==> src/rtl/regfile_pkg.sv <==
// rtl/regfile_pkg.sv - default sizes and typedefs shared by the regfile scoreboard files
package regfile_pkg;

    localparam int DEFAULT_DATA_W = 16;
    localparam int DEFAULT_DEPTH  = 16;
    localparam int DEFAULT_ADDR_W = $clog2(DEFAULT_DEPTH);

    typedef logic [DEFAULT_DATA_W-1:0] data_t;
    typedef logic [DEFAULT_ADDR_W-1:0] addr_t;

endpackage

==> src/rtl/regfile_pending_tracker.sv <==
// rtl/regfile_pending_tracker.sv - per-register pending bits, reservation grant and pending count
module regfile_pending_tracker
    import regfile_pkg::*;
#(
    parameter int DEPTH   = DEFAULT_DEPTH,
    parameter int ADDR_W  = $clog2(DEPTH),
    parameter int ZERO_R0 = 0
) (
    input  logic              clk,
    input  logic              rst_n,
    input  logic              wr_en,
    input  logic [ADDR_W-1:0] wr_addr,
    input  logic              rsv_en,
    input  logic [ADDR_W-1:0] rsv_addr,
    output logic              rsv_ok,
    output logic [DEPTH-1:0]  pending,
    output logic [ADDR_W:0]   pend_cnt
);

    logic [DEPTH-1:0] pending_q, pending_d;
    logic [ADDR_W:0]  pend_cnt_q, pend_cnt_d;
    logic             rsv_in_range;
    logic             rsv_hit_pend;
    logic             wr_hit_pend;
    logic             rsv_take;

    always_comb begin
        rsv_in_range = 1'b0;
        rsv_hit_pend = 1'b0;
        wr_hit_pend  = 1'b0;
        for (int i = 0; i < DEPTH; i++) begin
            if (rsv_addr == ADDR_W'(i)) begin
                rsv_in_range = 1'b1;
                rsv_hit_pend = pending_q[i];
            end
            if (wr_en && (wr_addr == ADDR_W'(i))) begin
                wr_hit_pend = pending_q[i];
            end
        end

        // A write landing this cycle frees the register, so it may be re-reserved at once.
        rsv_ok   = rsv_in_range && (!rsv_hit_pend || (wr_en && (wr_addr == rsv_addr)));
        rsv_take = rsv_en && rsv_ok && !((ZERO_R0 != 0) && (rsv_addr == '0));

        pending_d = pending_q;
        for (int i = 0; i < DEPTH; i++) begin
            if (wr_en && (wr_addr == ADDR_W'(i))) begin
                pending_d[i] = 1'b0;
            end
            if (rsv_take && (rsv_addr == ADDR_W'(i))) begin
                pending_d[i] = 1'b1;
            end
        end

        pend_cnt_d = pend_cnt_q;
        case ({rsv_take, wr_hit_pend})
            2'b10:   pend_cnt_d = pend_cnt_q + (ADDR_W+1)'(1);
            2'b01:   pend_cnt_d = pend_cnt_q - (ADDR_W+1)'(1);
            default: pend_cnt_d = pend_cnt_q;
        endcase
    end

    always_ff @(posedge clk or negedge rst_n) begin
        if (!rst_n) begin
            pending_q  <= '0;
            pend_cnt_q <= '0;
        end else begin
            pending_q  <= pending_d;
            pend_cnt_q <= pend_cnt_d;
        end
    end

    assign pending  = pending_q;
    assign pend_cnt = pend_cnt_q;

endmodule

==> src/rtl/regfile_scoreboard.sv <==
// rtl/regfile_scoreboard.sv - two-read one-write register file with reservation scoreboard (optional REGFILE_BYPASS_EN)
module regfile_scoreboard
    import regfile_pkg::*;
#(
    parameter int DATA_W  = DEFAULT_DATA_W,
    parameter int DEPTH   = DEFAULT_DEPTH,
    parameter int ADDR_W  = $clog2(DEPTH),
    parameter int ZERO_R0 = 0
) (
    input  logic              clk,
    input  logic              rst_n,
    input  logic              rd1_en,
    input  logic [ADDR_W-1:0] rd1_addr,
    output logic [DATA_W-1:0] rd1_data,
    output logic              rd1_busy,
    input  logic              rd2_en,
    input  logic [ADDR_W-1:0] rd2_addr,
    output logic [DATA_W-1:0] rd2_data,
    output logic              rd2_busy,
    input  logic              wr_en,
    input  logic [ADDR_W-1:0] wr_addr,
    input  logic [DATA_W-1:0] wr_data,
    input  logic              rsv_en,
    input  logic [ADDR_W-1:0] rsv_addr,
    output logic              rsv_ok,
    output logic [ADDR_W:0]   pend_cnt
);

    logic [DATA_W-1:0] regs_q [DEPTH];
    logic [DATA_W-1:0] regs_d [DEPTH];
    logic [DATA_W-1:0] rd_data_q [2];
    logic [DATA_W-1:0] rd_data_d [2];
    logic [1:0]        rd_busy_q, rd_busy_d;
    logic [1:0]        rd_en;
    logic [ADDR_W-1:0] rd_addr [2];
    logic [DEPTH-1:0]  pending;

    regfile_pending_tracker #(
        .DEPTH   (DEPTH),
        .ADDR_W  (ADDR_W),
        .ZERO_R0 (ZERO_R0)
    ) u_tracker (
        .clk      (clk),
        .rst_n    (rst_n),
        .wr_en    (wr_en),
        .wr_addr  (wr_addr),
        .rsv_en   (rsv_en),
        .rsv_addr (rsv_addr),
        .rsv_ok   (rsv_ok),
        .pending  (pending),
        .pend_cnt (pend_cnt)
    );

    assign rd_en      = {rd2_en, rd1_en};
    assign rd_addr[0] = rd1_addr;
    assign rd_addr[1] = rd2_addr;

    always_comb begin
        regs_d = regs_q;
        for (int i = 0; i < DEPTH; i++) begin
            if (wr_en && (wr_addr == ADDR_W'(i)) && !((ZERO_R0 != 0) && (i == 0))) begin
                regs_d[i] = wr_data;
            end
        end
    end

    // Out-of-range addresses and a hardwired r0 match no entry and read as zero, not busy.
    always_comb begin
        rd_data_d = rd_data_q;
        rd_busy_d = rd_busy_q;
        for (int p = 0; p < 2; p++) begin
            if (rd_en[p]) begin
                rd_data_d[p] = '0;
                rd_busy_d[p] = 1'b0;
                for (int i = 0; i < DEPTH; i++) begin
                    if ((rd_addr[p] == ADDR_W'(i)) && !((ZERO_R0 != 0) && (i == 0))) begin
                        rd_data_d[p] = regs_q[i];
                        rd_busy_d[p] = pending[i] && !(wr_en && (wr_addr == rd_addr[p]));
`ifdef REGFILE_BYPASS_EN
                        if (wr_en && (wr_addr == rd_addr[p])) begin
                            rd_data_d[p] = wr_data;
                        end
`endif
                    end
                end
            end
        end
    end

    always_ff @(posedge clk or negedge rst_n) begin
        if (!rst_n) begin
            for (int i = 0; i < DEPTH; i++) begin
                regs_q[i] <= '0;
            end
            rd_data_q[0] <= '0;
            rd_data_q[1] <= '0;
            rd_busy_q    <= '0;
        end else begin
            regs_q    <= regs_d;
            rd_data_q <= rd_data_d;
            rd_busy_q <= rd_busy_d;
        end
    end

    assign rd1_data = rd_data_q[0];
    assign rd2_data = rd_data_q[1];
    assign rd1_busy = rd_busy_q[0];
    assign rd2_busy = rd_busy_q[1];

endmodule

==> config.mk <==
export PLATFORM = sky130hd
export DESIGN_NAME = regfile_scoreboard
export DESIGN_NICKNAME = d
export VERILOG_FILES = /design/src/rtl/regfile_pkg.sv /design/src/rtl/regfile_pending_tracker.sv /design/src/rtl/regfile_scoreboard.sv
export SDC_FILE = /design/constraint.sdc
export NUM_CORES = 1
export LEC_CHECK = 0
export CAP_MARGIN = 0
export CORE_MARGIN = 5
export CORE_UTILIZATION = 35
export CTS_BUF_LIST = sky130_fd_sc_hd__clkbuf_2
export DETAILED_ROUTE_END_ITERATION = 6
export DONT_BUFFER_PORTS = 1
export GPL_TIMING_DRIVEN = 0
export HOLD_SLACK_MARGIN = 0.02
export SLEW_MARGIN = 10
export SYNTH_ARGS = -nofsm -noshare
export SYNTH_HDL_FRONTEND = slang
export SYNTH_HIERARCHICAL = 1
export SYNTH_SLANG_ARGS = --single-unit
==> constraint.sdc <==
create_clock -name clk -period 3.8 [get_ports clk]
set_clock_uncertainty 0.1 [all_clocks]
set_input_delay 1.14 -clock clk [delete_from_list [all_inputs] [get_ports clk]]
set_output_delay 1.14 -clock clk [all_outputs]
set_load 0.005 [all_outputs]
==> Word level (Yosys, flattened, before mapping) <==
Index checks and enable logic that the tools add are counted.
{ "word_totals": {"in_bits": 38, "out_inout_bits": 40, "mem_bits_ro": 0, "mem_bits_rw": 0, "latch_bits": 0, "regBits": 311, "elab_cells": 343, "memories": 0} }
{ "op_classes": {"bitwise_logic": 0, "n_lt_le_gt_ge": 0, "n_shift": 0, "n_addsub": 2, "mul": 0, "div_mod_pow": 0, "n_reduce_logical": 94, "mux": 145, "eq_ne": 65} }
{ "ops": {"columns": ["cell", "n"], "rows": [
  ["$mux 16", 32],
  ["$eq 4x4->1 const B", 32],
  ["$mux 1", 112],
  ["$logic_and 1x1->1", 69],
  ["$eq 4x3->1 const B", 16],
  ["$reduce_bool 2->1", 17],
  ["$eq 4x2->1 const B", 8],
  ["$eq 4x1->1 const B", 4],
  ["$logic_not 4->1", 4],
  ["$eq 4x4->1", 3],
  ["$pmux 5 s2", 1],
  ["$add 5x1->5 const B", 1],
  ["$sub 5x1->5 const B", 1],
  ["$logic_not 1->1", 3],
  ["$eq 2x1->1 const B", 1],
  ["$eq 2x2->1 const B", 1],
  ["$logic_or 1x1->1", 1]
]} }

==> Longest topological paths before layout <==
{ "logic_depth": {"word_depth": 23, "mapped_depth": 16, "depth_no_buf": 13} }

==> Hierarchy <==
Netlist, hierarchy kept.
{ "modules_own_cells": {"columns": ["mod", "area_per_inst_um2", "instances", "cells_each", "seq_area_each_um2"], "rows": [
  ["regfile_scoreboard", 16437.0, 1, 1544, 7257.0],
  ["regfile_pending_tracker", 1585.3, 1, 179, 525.5]
]} }

==> Worst setup path before layout <==
Ideal clock, no wire load.
{ "synth_timing": {"path_type": "input to register", "startpoint": "in wr_addr[0]", "endpoint": "reg u_tracker.pend_cnt_q[4] (netlist: u_tracker/pend_cnt[4])", "path_buffers": 2, "required_time_ns": 3.568, "setup_time_ns": 0.132, "path_stages": 13, "arrival_time_ns": 4.121, "path_slack_ns": -0.553, "cell_sequence": "clkbuf_1 -> mux4_2 -> mux4_2 -> o21a_1 -> ha_1 -> clkbuf_1 -> xor2_1 -> ha_1 -> o21a_1 -> o21a_1 -> a311oi_1 -> nor3_1 -> xor2_1"} }
{ "synth_between": {"elab_chain_len": 20, "word_cells_on_any_way": 57, "classes_between": "eq/ne (18); mux (17); reduce/logical (22)"} }
{ "synth_rtl": {"columns": ["element", "line_no", "rtl"], "rows": [
  ["from (decl)", "regfile_scoreboard.sv:21", "input logic [ADDR_W-1:0] wr_addr,"],
  ["$logic_not 4->1", "regfile_pending_tracker.sv:36", "if (wr_en && (wr_addr == ADDR_W'(i))) begin"],
  ["$logic_and 1x1->1", "regfile_pending_tracker.sv:36", null],
  ["$mux 1 (16 in series)", "regfile_pending_tracker.sv:36", null],
  ["$eq 2x1->1 or $eq 2x2->1 (tied branches)", "regfile_pending_tracker.sv:56", "case ({rsv_take, wr_hit_pend})"],
  ["$pmux 5 s2 or $reduce_bool 2->1 (tied branches)", null, null],
  ["to (signal assigned)", "regfile_pending_tracker.sv:69", "pend_cnt_q <= pend_cnt_d;"],
  ["to (decl)", "regfile_pending_tracker.sv:21", "logic [ADDR_W:0] pend_cnt_q, pend_cnt_d;"]
]} }
Several ways; a longest one is shown, not always the timed one.
A chain may end at the register's enable or synchronous reset.

==> Worst setup path in the final report <==
{ "layout_timing": {"startpoint": "reg u_tracker.pending_q[1] (netlist: u_tracker/pending[1])", "endpoint": "out rsv_ok"} }
{ "layout_between": {"elab_chain_len": 18} }
{ "layout_rtl": {"columns": ["element", "line_no", "rtl"], "rows": [
  ["from (decl)", "regfile_pending_tracker.sv:20", "logic [DEPTH-1:0] pending_q, pending_d;"],
  ["from (signal assigned)", "regfile_pending_tracker.sv:68", "pending_q <= pending_d;"],
  ["$mux 1 (15 in series)", "regfile_pending_tracker.sv:32", "if (rsv_addr == ADDR_W'(i)) begin"],
  ["$logic_not 1->1", "regfile_pending_tracker.sv:42", "rsv_ok = rsv_in_range && (!rsv_hit_pend || (wr_en && (wr_addr == rsv_addr)));"],
  ["$logic_or 1x1->1", "regfile_pending_tracker.sv:42", null],
  ["$logic_and 1x1->1", "regfile_pending_tracker.sv:42", null],
  ["to (decl)", "regfile_scoreboard.sv:25", "output logic rsv_ok,"]
]} }
Every way passes these cells.

==> run_results.csv <==
group,metric,value,unit
floorplan,die_y,237,um
floorplan,die_w,237,um
global_routing,grt_pass1_vias,16100,
timing,max_slew.worst_pin.slew,1180,ps
clock_network,path_clk_slew,100,ps
timing,hold_slack,-407,ps
drt,via_count,16700,
synth,syn_area,18000,um2
worst_setup_path,worstPathRequired,2560,ps
synth,synthTopCellsByArea,"dfrtp_1 (43%), mux2_2 (18%), o21ai_0 (4.6%), mux4_2 (3.4%), mux2i_1 (3.1%)",
synth,ys_warn_count,6,
power_and_ir_drop,total_leakage_power,8.27,nW
clock_network,cts_sinks,311,
placed_design,gp_congestion,0.992,
synth,ys.flop_type,"dfrtp_1",
status,status,"finished with violations",
timing,fin_crit_sh,1.06,
synth,synthesis.nets,1765,
floorplan,start_util,0.352,
worst_setup_path,endpoint_kind,"primary output",
synth,synthArstFlopShare,1.00,
drt,drtIter0Drc,2521,
timing,finalWorstSetupSlack,-234,ps
clock_network,cts.path.max_buffers,3,
placed_design,hpwl,58000,um
layout,post_route_cells_drive_above_1_share,0.303,
clock_network,htreeDepth,3,
clock_network,tritoncts,"yes",
synth,synth.top_cell.area_share,0.432,
power_and_ir_drop,peakVddDrop,0.000181,V
synth,syn_avg_cell_area,10.5,um2
worst_setup_path,crit_arrival,2790,ps
drt,wirelength,85500,um
clock_network,cts_buffers,86,
power_and_ir_drop,power.density,501,nW/um2
synth,synth.distinct_cells,71,
synth,synthCells,1723,
synth,seq_area_frac_synth,0.432,
floorplan,coreArea,51200,um2
global_routing,grt_max_degree,312,
worst_setup_path,startpoint_type,"register",
floorplan,num_rows,83,
layout,multi_input_area,9390,um2
synth,synth_edf_count,0,
drt,antenna_left,0,
timing,slew_headroom,0.205,
drt,drcViolationCount,0,
layout,areaGrowthSynthToFinish,10.5,%
synth,yosys.area.top_type,"dfrtp_1",
status,violations,"negative hold slack, negative setup slack",
global_routing,grt_usage,0.295,
clock_network,hold_buffers,16,
worst_setup_path,crit_type,"register to primary output",
run,cap_viol_max_count,0,
timing,fmax,0.248,GHz
min_path,hp-class,"input pin to async pin",
layout,nNetsFinal,1873,
global_routing,grt_first_pass_wirelength,120000,um
timing,period_minus_slack,4030,ps
floorplan,io_pins,78,
layout,seqCellArea,7780,um2
timing,slew_violations,0,
layout,fillCellCount,5120,
timing,rsz0062_at_grt,"true",
timing,fin_setup_tns,-234,ps
floorplan,die_area,56100,um2
drt,first_pass_iters,7,
drt,wl_per_cell,33.2,um
synth,ys_ff_latch,311,
global_routing,overflow,0,
drt,viasPerCell,6.46,
clock_network,insertion_delay,1200,ps
global_routing,antenna_found_initial,12,
worst_setup_path,worstPathMaxFanout,2,
timing,setup_viol_count_final,1,
clock_network,cts_root_buf,"clkbuf_2",
placed_design,port_buffers,0,
timing,hold_violations,311,
path summary, 6_finish.rpt:
kind / cells after the start / startpoint / slack (ps) / end
hold / removal: 0 / rst_n / -410 / regs_q[233]
max in group asynchronous: 0 / rst_n / 3100 / regs_q[130]
setup / recovery: 6 / u_tracker/pending[1] / -230 / rsv_ok
hold reg to reg: 1 / u_tracker/pend_cnt[4] / 410 / u_tracker/pend_cnt[4]
min in group clk: 1 / wr_data[14] / 110 / regs_q[46]
setup reg to reg: 12 / u_tracker/pending[15] / 160 / u_tracker/pend_cnt[4]
routing by layer:
layer | track usage | wire (um) | vias to the layer above
li1 | - | - | 6689
met1 | 0.393 | 33400 | 8350
met2 | 0.418 | 35700 | 1292
met3 | 0.106 | 11300 | 320
met4 | 0.154 | 4840 | 12
met5 | 0 | 240 | -
through the flow:
stage	cells	worst slack (ps)	power, mW	util	cell area [um2]
detailed placement	2403	-907	7.22	0.369	18900
global route	2578	-335	10.4	0.389	19900
CTS	2576	-348	9.91	0.389	19900
finish	2580	-234	9.99	0.389	19900
floorplan	1723	-422	6.30	-	18100
global placement	2403	-873	7.13	0.369	18900
registers in the layout, summed over array words and instances (netlist names):
| signal | cells |
|---|---|
| rd2_data | 16 |
| rd1_data | 16 |
| regs_q | 256 |
| u_tracker/pend_cnt | 5 |
| rd_busy_q | 2 |
| u_tracker/pending | 16 |
worst max-delay path, stage by stage, from the launching register on:
cell	delay [ps]
dfrtp_2	370
mux2i_1	60
or4_1	400
a32o_2	280
a2111oi_4	400
buf_6	160
inv_2	30
final cells by class:
cell class                      count  area share
Antenna cell                        4    0.000503
Buffer                            157      0.0388
Clock buffer                      134      0.0337
Clock inverter                     19     0.00666
Inverter                           30     0.00565
Multi-Input combinational cell   1225       0.472
Sequential cell                   311       0.391
Tap cell                          680      0.0427
Timing Repair Buffer               20     0.00955
kinds of logic after synthesis:
family,after synthesis,synth area share
AO/OA/AOI/OAI,490,0.173
flip-flops,311,0.432
adder cells (fa/ha/maj),4,0.00278
AND/OR/NAND/NOR,345,0.0929
buffers and inverters,187,0.0483
multiplexers,368,0.243
XOR/XNOR,18,0.00875
what timing repair did:
item / 4_1_cts / 5_1_grt
endpoints found under the setup margin: 2 / 1
gates resized for setup: 2 / 0
buffers inserted: 4 / 0
pin swaps: 1 / 0
hold endpoints to repair: 391 / 311
Yosys cell counts (13+ instances only):
cell type	count
nor2b_1	22
nand3_1	39
inv_1	28
mux4_2	27
a21oi_1	95
o211ai_1	24
dfrtp_1	311
or2_2	13
xor2_1	14
o21ai_0	165
nand2_1	106
nor2_1	71
nor3_1	17
nand2b_1	26
a31oi_1	19
buf_2	71
mux2i_1	56
mux2_2	285
o221ai_1	20
o22ai_1	43
clkbuf_1	68
power breakdown:
group          internal [mW]  switching (mW)  total (mW)  leakage [nW]
sequential              4.07           0.828        4.90          3.81
combinational           1.19            1.24        2.43          3.85
clock                   1.06            1.59        2.65         0.616
cell usage in the layout, fill, tap and decap left out, drive strengths merged, types with 6 or more instances in the layout:
cell and n:
a211oi 6, a21oi 95, a221oi 12, a22o 7, a22oi 11, a31oi 19
a32oi 9, and2 7, buf 93, clkbuf 202, clkinv 15, dfrtp 311
dlygate4sd3 16, inv 30, mux2 285, mux2i 56, mux4 27, nand2 106
nand2b 26, nand3 39, nand3b 6, nand4 11, nor2 76, nor2b 22
nor3 17, o211ai 24, o21ai 169, o221ai 20, o22a 6, o22ai 43
o2bb2ai 9, o32ai 12, or2 13, xor2 14
No activity file was read; power rests on OpenSTA's default activity.
